==> src/rtl/dds_pkg.sv <==
// -----------------------------------------------------------------------------
// dds_pkg
// Shared definitions for the DDS sweep controller slice.
//   - DDS_*_WIDTH : default widths of the tuning word, step count and dwell
//   - sweep_state_t : sequencer states
//   - sweep_cfg_t   : sweep descriptor at the default widths
// -----------------------------------------------------------------------------
package dds_pkg;

    localparam int unsigned DDS_TUNE_WIDTH  = 16;
    localparam int unsigned DDS_CNT_WIDTH   = 12;
    localparam int unsigned DDS_DWELL_WIDTH = 16;

    typedef enum logic [1:0] {
        IDLE  = 2'd0,
        PRIME = 2'd1,
        DWELL = 2'd2,
        DONE  = 2'd3
    } sweep_state_t;

    // 'repeat' is a reserved word, hence repeat_en.
    typedef struct packed {
        logic [DDS_TUNE_WIDTH-1:0]  start;
        logic [DDS_TUNE_WIDTH-1:0]  step;
        logic [DDS_CNT_WIDTH-1:0]   steps;
        logic [DDS_DWELL_WIDTH-1:0] dwell;
        logic                       repeat_en;
    } sweep_cfg_t;

endpackage

==> src/rtl/dds_dwell_timer.sv <==
// -----------------------------------------------------------------------------
// dds_dwell_timer
// Loadable down-counter that times how long each tuning word is held.
// Ports:
//   clk      in   system clock, rising edge
//   n_RST    in   asynchronous active-low reset
//   i_load   in   load i_value into the counter this cycle
//   i_value  in   DWELL_WIDTH load value
//   o_zero   out  counter is zero
// Decrements by one per cycle while nonzero and not loading; stops at zero.
// -----------------------------------------------------------------------------
module dds_dwell_timer #(
    parameter int unsigned DWELL_WIDTH = 16
) (
    input  logic                   clk,
    input  logic                   n_RST,
    input  logic                   i_load,
    input  logic [DWELL_WIDTH-1:0] i_value,
    output logic                   o_zero
);

    localparam logic [DWELL_WIDTH-1:0] DWELL_ONE = {{(DWELL_WIDTH-1){1'b0}}, 1'b1};

    logic [DWELL_WIDTH-1:0] r_count;

    always_ff @(posedge clk or negedge n_RST) begin
        if (!n_RST) begin
            r_count <= '0;
        end else if (i_load) begin
            r_count <= i_value;
        end else if (r_count != '0) begin
            r_count <= r_count - DWELL_ONE;
        end
    end

    assign o_zero = (r_count == '0);

endmodule

==> src/rtl/dds_sweep_ctrl.sv <==
// -----------------------------------------------------------------------------
// dds_sweep_ctrl
// Drives the DDS phase-accumulator tuning word through a linear sweep.
// A descriptor is accepted over valid/ready, the accumulator is cleared for
// one cycle (PRIME), then each word is held for dwell_eff cycles and stepped
// by a signed increment. Optional repeat restarts from the first word with
// no accumulator clear, so phase stays continuous across restarts.
// Ports:
//   clk, n_RST          clock (rising edge), async active-low reset
//   cfg_valid/cfg_ready descriptor handshake
//   cfg_start           first tuning word
//   cfg_step            per-step increment, two's complement
//   cfg_steps           number of increments (words emitted = steps+1)
//   cfg_dwell           hold cycles per word, 0 behaves as 1
//   cfg_repeat          restart after the last word
//   abort               level-sensitive sweep termination
//   tuning_word         registered word to pa.tuning_word
//   pa_n_rst            active-low synchronous clear request to pa
//   busy                high in PRIME and DWELL
//   step_idx            0-based index of the current word
//   sweep_done          one-cycle pulse at the end of a single sweep
// -----------------------------------------------------------------------------
module dds_sweep_ctrl
    import dds_pkg::*;
#(
    parameter int unsigned TUNE_WIDTH  = DDS_TUNE_WIDTH,
    parameter int unsigned CNT_WIDTH   = DDS_CNT_WIDTH,
    parameter int unsigned DWELL_WIDTH = DDS_DWELL_WIDTH
) (
    input  logic                   clk,
    input  logic                   n_RST,
    input  logic                   cfg_valid,
    output logic                   cfg_ready,
    input  logic [TUNE_WIDTH-1:0]  cfg_start,
    input  logic [TUNE_WIDTH-1:0]  cfg_step,
    input  logic [CNT_WIDTH-1:0]   cfg_steps,
    input  logic [DWELL_WIDTH-1:0] cfg_dwell,
    input  logic                   cfg_repeat,
    input  logic                   abort,
    output logic [TUNE_WIDTH-1:0]  tuning_word,
    output logic                   pa_n_rst,
    output logic                   busy,
    output logic [CNT_WIDTH-1:0]   step_idx,
    output logic                   sweep_done
);

    localparam logic [DWELL_WIDTH-1:0] DWELL_ONE = {{(DWELL_WIDTH-1){1'b0}}, 1'b1};
    localparam logic [CNT_WIDTH-1:0]   CNT_ONE   = {{(CNT_WIDTH-1){1'b0}}, 1'b1};

    // Descriptor held at the parameterised widths for the whole sweep.
    typedef struct packed {
        logic [TUNE_WIDTH-1:0]  start;
        logic [TUNE_WIDTH-1:0]  step;
        logic [CNT_WIDTH-1:0]   steps;
        logic [DWELL_WIDTH-1:0] dwell;
        logic                   repeat_en;
    } cfg_reg_t;

    sweep_state_t           r_state;
    cfg_reg_t               r_cfg;
    logic [TUNE_WIDTH-1:0]  r_tuning_word;
    logic [CNT_WIDTH-1:0]   r_step_idx;
    logic                   r_pa_n_rst;
    logic                   r_cfg_ready;
    logic                   r_busy;
    logic                   r_sweep_done;

    logic                   w_timer_zero;
    logic                   w_timer_load;
    logic [DWELL_WIDTH-1:0] w_timer_value;
    logic [DWELL_WIDTH-1:0] w_dwell_eff;
    logic                   w_last;

    always_comb begin
        w_dwell_eff   = (cfg_dwell == '0) ? DWELL_ONE : cfg_dwell;
        w_last        = (r_step_idx == r_cfg.steps);
        w_timer_value = r_cfg.dwell - DWELL_ONE;
        // Reload on PRIME and whenever DWELL moves on to another word
        // (next step or repeat restart); not when heading to DONE.
        w_timer_load  = 1'b0;
        if (!abort) begin
            if (r_state == PRIME) begin
                w_timer_load = 1'b1;
            end else if (r_state == DWELL && w_timer_zero &&
                         (!w_last || r_cfg.repeat_en)) begin
                w_timer_load = 1'b1;
            end
        end
    end

    dds_dwell_timer #(
        .DWELL_WIDTH (DWELL_WIDTH)
    ) u_dwell_timer (
        .clk     (clk),
        .n_RST   (n_RST),
        .i_load  (w_timer_load),
        .i_value (w_timer_value),
        .o_zero  (w_timer_zero)
    );

    always_ff @(posedge clk or negedge n_RST) begin
        if (!n_RST) begin
            r_state       <= IDLE;
            r_cfg         <= '0;
            r_tuning_word <= '0;
            r_step_idx    <= '0;
            r_pa_n_rst    <= 1'b1;
            r_cfg_ready   <= 1'b1;
            r_busy        <= 1'b0;
            r_sweep_done  <= 1'b0;
        end else begin
            r_sweep_done <= 1'b0;
            if (abort && r_state != IDLE) begin
                r_state       <= IDLE;
                r_tuning_word <= '0;
                r_step_idx    <= '0;
                r_pa_n_rst    <= 1'b1;
                r_cfg_ready   <= 1'b1;
                r_busy        <= 1'b0;
            end else begin
                case (r_state)
                    IDLE: begin
                        r_cfg_ready <= 1'b1;
                        r_busy      <= 1'b0;
                        r_pa_n_rst  <= 1'b1;
                        if (abort) begin
                            r_tuning_word <= '0;
                        end else if (cfg_valid && r_cfg_ready) begin
                            r_cfg.start     <= cfg_start;
                            r_cfg.step      <= cfg_step;
                            r_cfg.steps     <= cfg_steps;
                            r_cfg.dwell     <= w_dwell_eff;
                            r_cfg.repeat_en <= cfg_repeat;
                            r_tuning_word   <= cfg_start;
                            r_step_idx      <= '0;
                            r_pa_n_rst      <= 1'b0;
                            r_cfg_ready     <= 1'b0;
                            r_busy          <= 1'b1;
                            r_state         <= PRIME;
                        end
                    end
                    PRIME: begin
                        r_pa_n_rst <= 1'b1;
                        r_state    <= DWELL;
                    end
                    DWELL: begin
                        if (w_timer_zero) begin
                            if (!w_last) begin
                                r_tuning_word <= r_tuning_word + r_cfg.step;
                                r_step_idx    <= r_step_idx + CNT_ONE;
                            end else if (r_cfg.repeat_en) begin
                                r_tuning_word <= r_cfg.start;
                                r_step_idx    <= '0;
                            end else begin
                                r_busy       <= 1'b0;
                                r_sweep_done <= 1'b1;
                                r_state      <= DONE;
                            end
                        end
                    end
                    DONE: begin
                        r_cfg_ready <= 1'b1;
                        r_state     <= IDLE;
                    end
                    default: begin
                        r_state <= IDLE;
                    end
                endcase
            end
        end
    end

    assign tuning_word = r_tuning_word;
    assign pa_n_rst    = r_pa_n_rst;
    assign cfg_ready   = r_cfg_ready;
    assign busy        = r_busy;
    assign step_idx    = r_step_idx;
    assign sweep_done  = r_sweep_done;

endmodule

==> config.mk <==
export PLATFORM = sky130hd
export DESIGN_NAME = dds_sweep_ctrl
export DESIGN_NICKNAME = d
export VERILOG_FILES = /design/src/rtl/dds_pkg.sv /design/src/rtl/dds_dwell_timer.sv /design/src/rtl/dds_sweep_ctrl.sv
export SDC_FILE = /design/constraint.sdc
export NUM_CORES = 1
export LEC_CHECK = 0
export CORE_MARGIN = 5
export CORE_UTILIZATION = 50
export CTS_BUF_LIST = sky130_fd_sc_hd__clkbuf_8 sky130_fd_sc_hd__clkbuf_16
export CTS_CLUSTER_SIZE = 24
export DETAILED_ROUTE_END_ITERATION = 10
export GPL_TIMING_DRIVEN = 0
export PLACE_DENSITY_LB_ADDON = 0.2
export SLEW_MARGIN = 20
export SYNTH_ARGS = -nofsm -noshare
export SYNTH_HDL_FRONTEND = slang
export SYNTH_SLANG_ARGS = --single-unit
export TNS_END_PERCENT = 1
==> constraint.sdc <==
create_clock -name clk -period 4.5 [get_ports clk]
set_input_delay 0.9 -clock clk [delete_from_list [all_inputs] [get_ports clk]]
set_output_delay 0.9 -clock clk [all_outputs]
set_load 0.05 [all_outputs]
==> reports/summary.txt <==
status - finished, final reports clean
clk sink count - 111
leakage power - 0.003384 uW
Layout area overhead - 24.73%
largest net degree at the start of global routing - 69
CP arrival - 4400 ps
worst hold-check path type - primary input to async pin
Reg power frac - 33.5%
Worst Setup End Kind - flip-flop
clock root buffer - clkbuf_16
Worst-Margin Slew - 1045 ps
Top FF cell, synth - dfrtp_1
critical path class - flip-flop to flip-flop
Yosys reg bits - 111
Final Worst Setup Slack - 372.7 ps
YS warnings - 0
CP bufs+invs - 2
wirelength, routed - 16490 um
first-pass GRT wire length - 26650 um
Power Internal - 3205 uW
Initial DRC Count - 330
syn avg cell area - 10.47 sq um
1st-pass router iterations - 5
Final Cell Area - 7889 sq um
port bufs - 96
Peak VDD IR - 0.3455 mV
All-Layer GR Usage - 22.85%
f_max - 242.3 MHz
Seq/Total Area, Yosys - 43.96%
Synth Cell Area - 6325 sq um
DR vias - 5192
dpl ws - -131.2 ps
min cycle time layout - 4127 ps
CTS tree - yes
Clock Skews - 10.09 ps
CP most frequent cell - nand2_1
drt drc - 0
Slowest-stage cell, CP - dfrtp_1
CP peak stage delay - 460 ps
crit share post-route - 91.72%
CTS clk-pin slew, worst paths - 70 ps
routability cong. - 0.9082
core box area - 12520 sq um
IO Pins - 97
Crit Path Max Fanout - 10
hpwl dp - 12260 um
# rows - 41
vias per cell - 5.827
Synth cell types - 65
Filler cells - 1035
Max Root-Sink Buffers - 2
max cap viols - 0
Max transition margin - 30.31%
clk_lat worst skew - 370 ps
Inserted Diodes - 0
Synth async-reset ratio - 100.0%
Max Slew Vio Count - 0
RSZ-0062 raised after global routing - false
Die Y - 122.5 um
Comb power frac - 50.5%
vias in the first global route - 5211
CP cell instances - xor2_1, nor4_1, nand3_2, o211ai_4, a21o_1, buf_2, clkbuf_2, mux2i_1, ha_1, nand2_1, nor2_1, nand2_1, or4_1, a21boi_0, o31ai_1
CTS buffer count - 9
share of the synthesized area in the top cell type - 43.13%
initial core utilization - 50.53%
area leader, netlist - dfrtp_1
worst path required time - 4770 ps
Routed Antenna Nets - 0
Power Density - 705.4 nW/um^2
Setup TNS - 0 ps
dpl cell area - 7530 sq um
gate family responsible for the most delay along the worst path - simple AND/OR/NAND/NOR gates
Net Count, Synth - 692
die area - 15000 sq um
switching power - 2359 uW
initial antenna violation count - 0
Setup violations, final - 0
clock share of power - 16.1%
Overflow after GRT - 0
DR WL/cell - 18.51 um
Post-synth EDFFs - 0
Chip Width - 122.5 um
dominant cells by area after synthesis - dfrtp_1, mux2_2, ha_1, o21ai_0, xnor2_1
Nets - 802
htree depth - 3
final hold violations - 0
ratio of cells with drive above 1 in the final layout - 15.30%
fin util - 63.02%
sw frac - 42.40%
Worst setup SP type - flip-flop
synthesized instance count - 604
-- power groups by stage --
stage,registers [uW],logic [uW],clock network (uW)
2_1_floorplan,2010,1840,0
3_3_place_gp,1840,2690,0
3_5_place_dp,1870,2770,0
4_1_cts,1850,2790,910
5_1_grt,1910,3070,946
6_report,1860,2810,895
-- worst reg2reg max path: stages (launching register included) --
cell and delay (ps):
dfrtp_1 460, xor2_1 170, nor4_1 420, nand3_2 270
o211ai_4 260, a21o_1 190, buf_2 250, clkbuf_2 280
mux2i_1 240, ha_1 270, nand2_1 180, nor2_1 150
nand2_1 100, or4_1 460, a21boi_0 150, o31ai_1 180
-- synth_stat cells (11+ instances only) --
cell	n
a21o_1	18
dfrtp_1	109
nor2_1	37
a21oi_1	31
mux2i_1	12
nand2_1	47
nor4_1	11
clkbuf_1	20
mux2_2	60
nand3_1	11
ha_1	22
o21ai_0	37
nor3_1	13
xor2_1	20
xnor2_1	21
-- timing repair --
action / CTS / global route
endpoints found under the setup margin: 3 / 3
setup buffers: 0 / 2
pin swaps: 0 / 1
resized for setup: 2 / 2
hold buffers: 0 / 0
-- area by class of cell --
cell class	instances	area (sq um)	share of cell area, %
timing repair buffer	99	1005	12.74
sequential	111	2780	35.24
clock buffer	9	225.2	2.855
multi-input combinational	456	3386	42.92
buffer	27	136.4	1.729
tap	172	215.2	2.728
clock inverter	7	103.9	1.316
inverter	10	37.54	0.4758
-- metal layers --
metal / part of all wire (%) / vias to the layer above / wire, um / GRT usage (%)
li1: - / 2442 / - / -
met5: 0 / - / 0 / 0
met2: 47 / 184 / 7779 / 37.07
met1: 45 / 2539 / 7364 / 30.42
met4: 2.3 / 0 / 387 / 8.258
met3: 5.8 / 27 / 960 / 4.700
-- cells by family after synthesis --
family | count (synthesis) | synth area share (%)
and+or+nand+nor | 164 | 13.19
AOI/OAI and AO/OA | 155 | 16.95
DFF | 111 | 43.96
muxes | 73 | 12.82
xor gates and xnor gates | 41 | 5.678
buffers and inverters | 37 | 2.730
adders and majority gates | 23 | 4.669
-- sequential cells by signal, summed over array words and instances (netlist names) --
register	cells
sweep_done	1
busy	1
step_idx	12
u_dwell_timer.r_count	16
r_cfg	61
pa_n_rst	1
r_state	2
cfg_ready	1
tuning_word	16
-- per-stage QoR --
| step | hold WS [ps] | instances | power [uW] |
|---|---|---|---|
| finish | 448.5 | 891 | 5565 |
| global route | 479.3 | 891 | 5932 |
| CTS | 457.9 | 889 | 5556 |
| detailed placement | 493.5 | 873 | 4639 |
| global placement | 488.0 | 872 | 4534 |
| floorplan | 472.1 | 604 | 3855 |
-- final timing paths --
check | endpoint | from | cells after the start | slack, ps
min reg2reg | r_cfg[59] | r_cfg[59] | 1 | 510
max | u_dwell_timer.r_count[14] | step_idx[6] | 15 | 370
min | step_idx[6] | n_RST | 1 | 450
max in group asynchronous | pa_n_rst | n_RST | 2 | 3360
max reg2reg | u_dwell_timer.r_count[14] | step_idx[6] | 15 | 370
min in group clk | r_cfg[59] | r_cfg[59] | 1 | 510
-- placed cells by master, fill, tap and decap left out, types with 11 or more instances in the layout --
| master | synthesis | routed |
|---|---|---|
| clkdlybuf4s50_1 | 0 | 95 |
| xnor2_1 | 21 | 21 |
| xor2_1 | 20 | 20 |
| nand2_1 | 47 | 47 |
| mux2_2 | 60 | 60 |
| nor3_1 | 13 | 13 |
| a21o_1 | 18 | 18 |
| mux2i_1 | 12 | 12 |
| dfrtp_1 | 109 | 109 |
| clkbuf_1 | 20 | 19 |
| nor2_1 | 37 | 37 |
| o21ai_0 | 37 | 37 |
| a21oi_1 | 31 | 31 |
| ha_1 | 22 | 22 |
| nor4_1 | 11 | 11 |
Power figures use the tool's default switching activity.
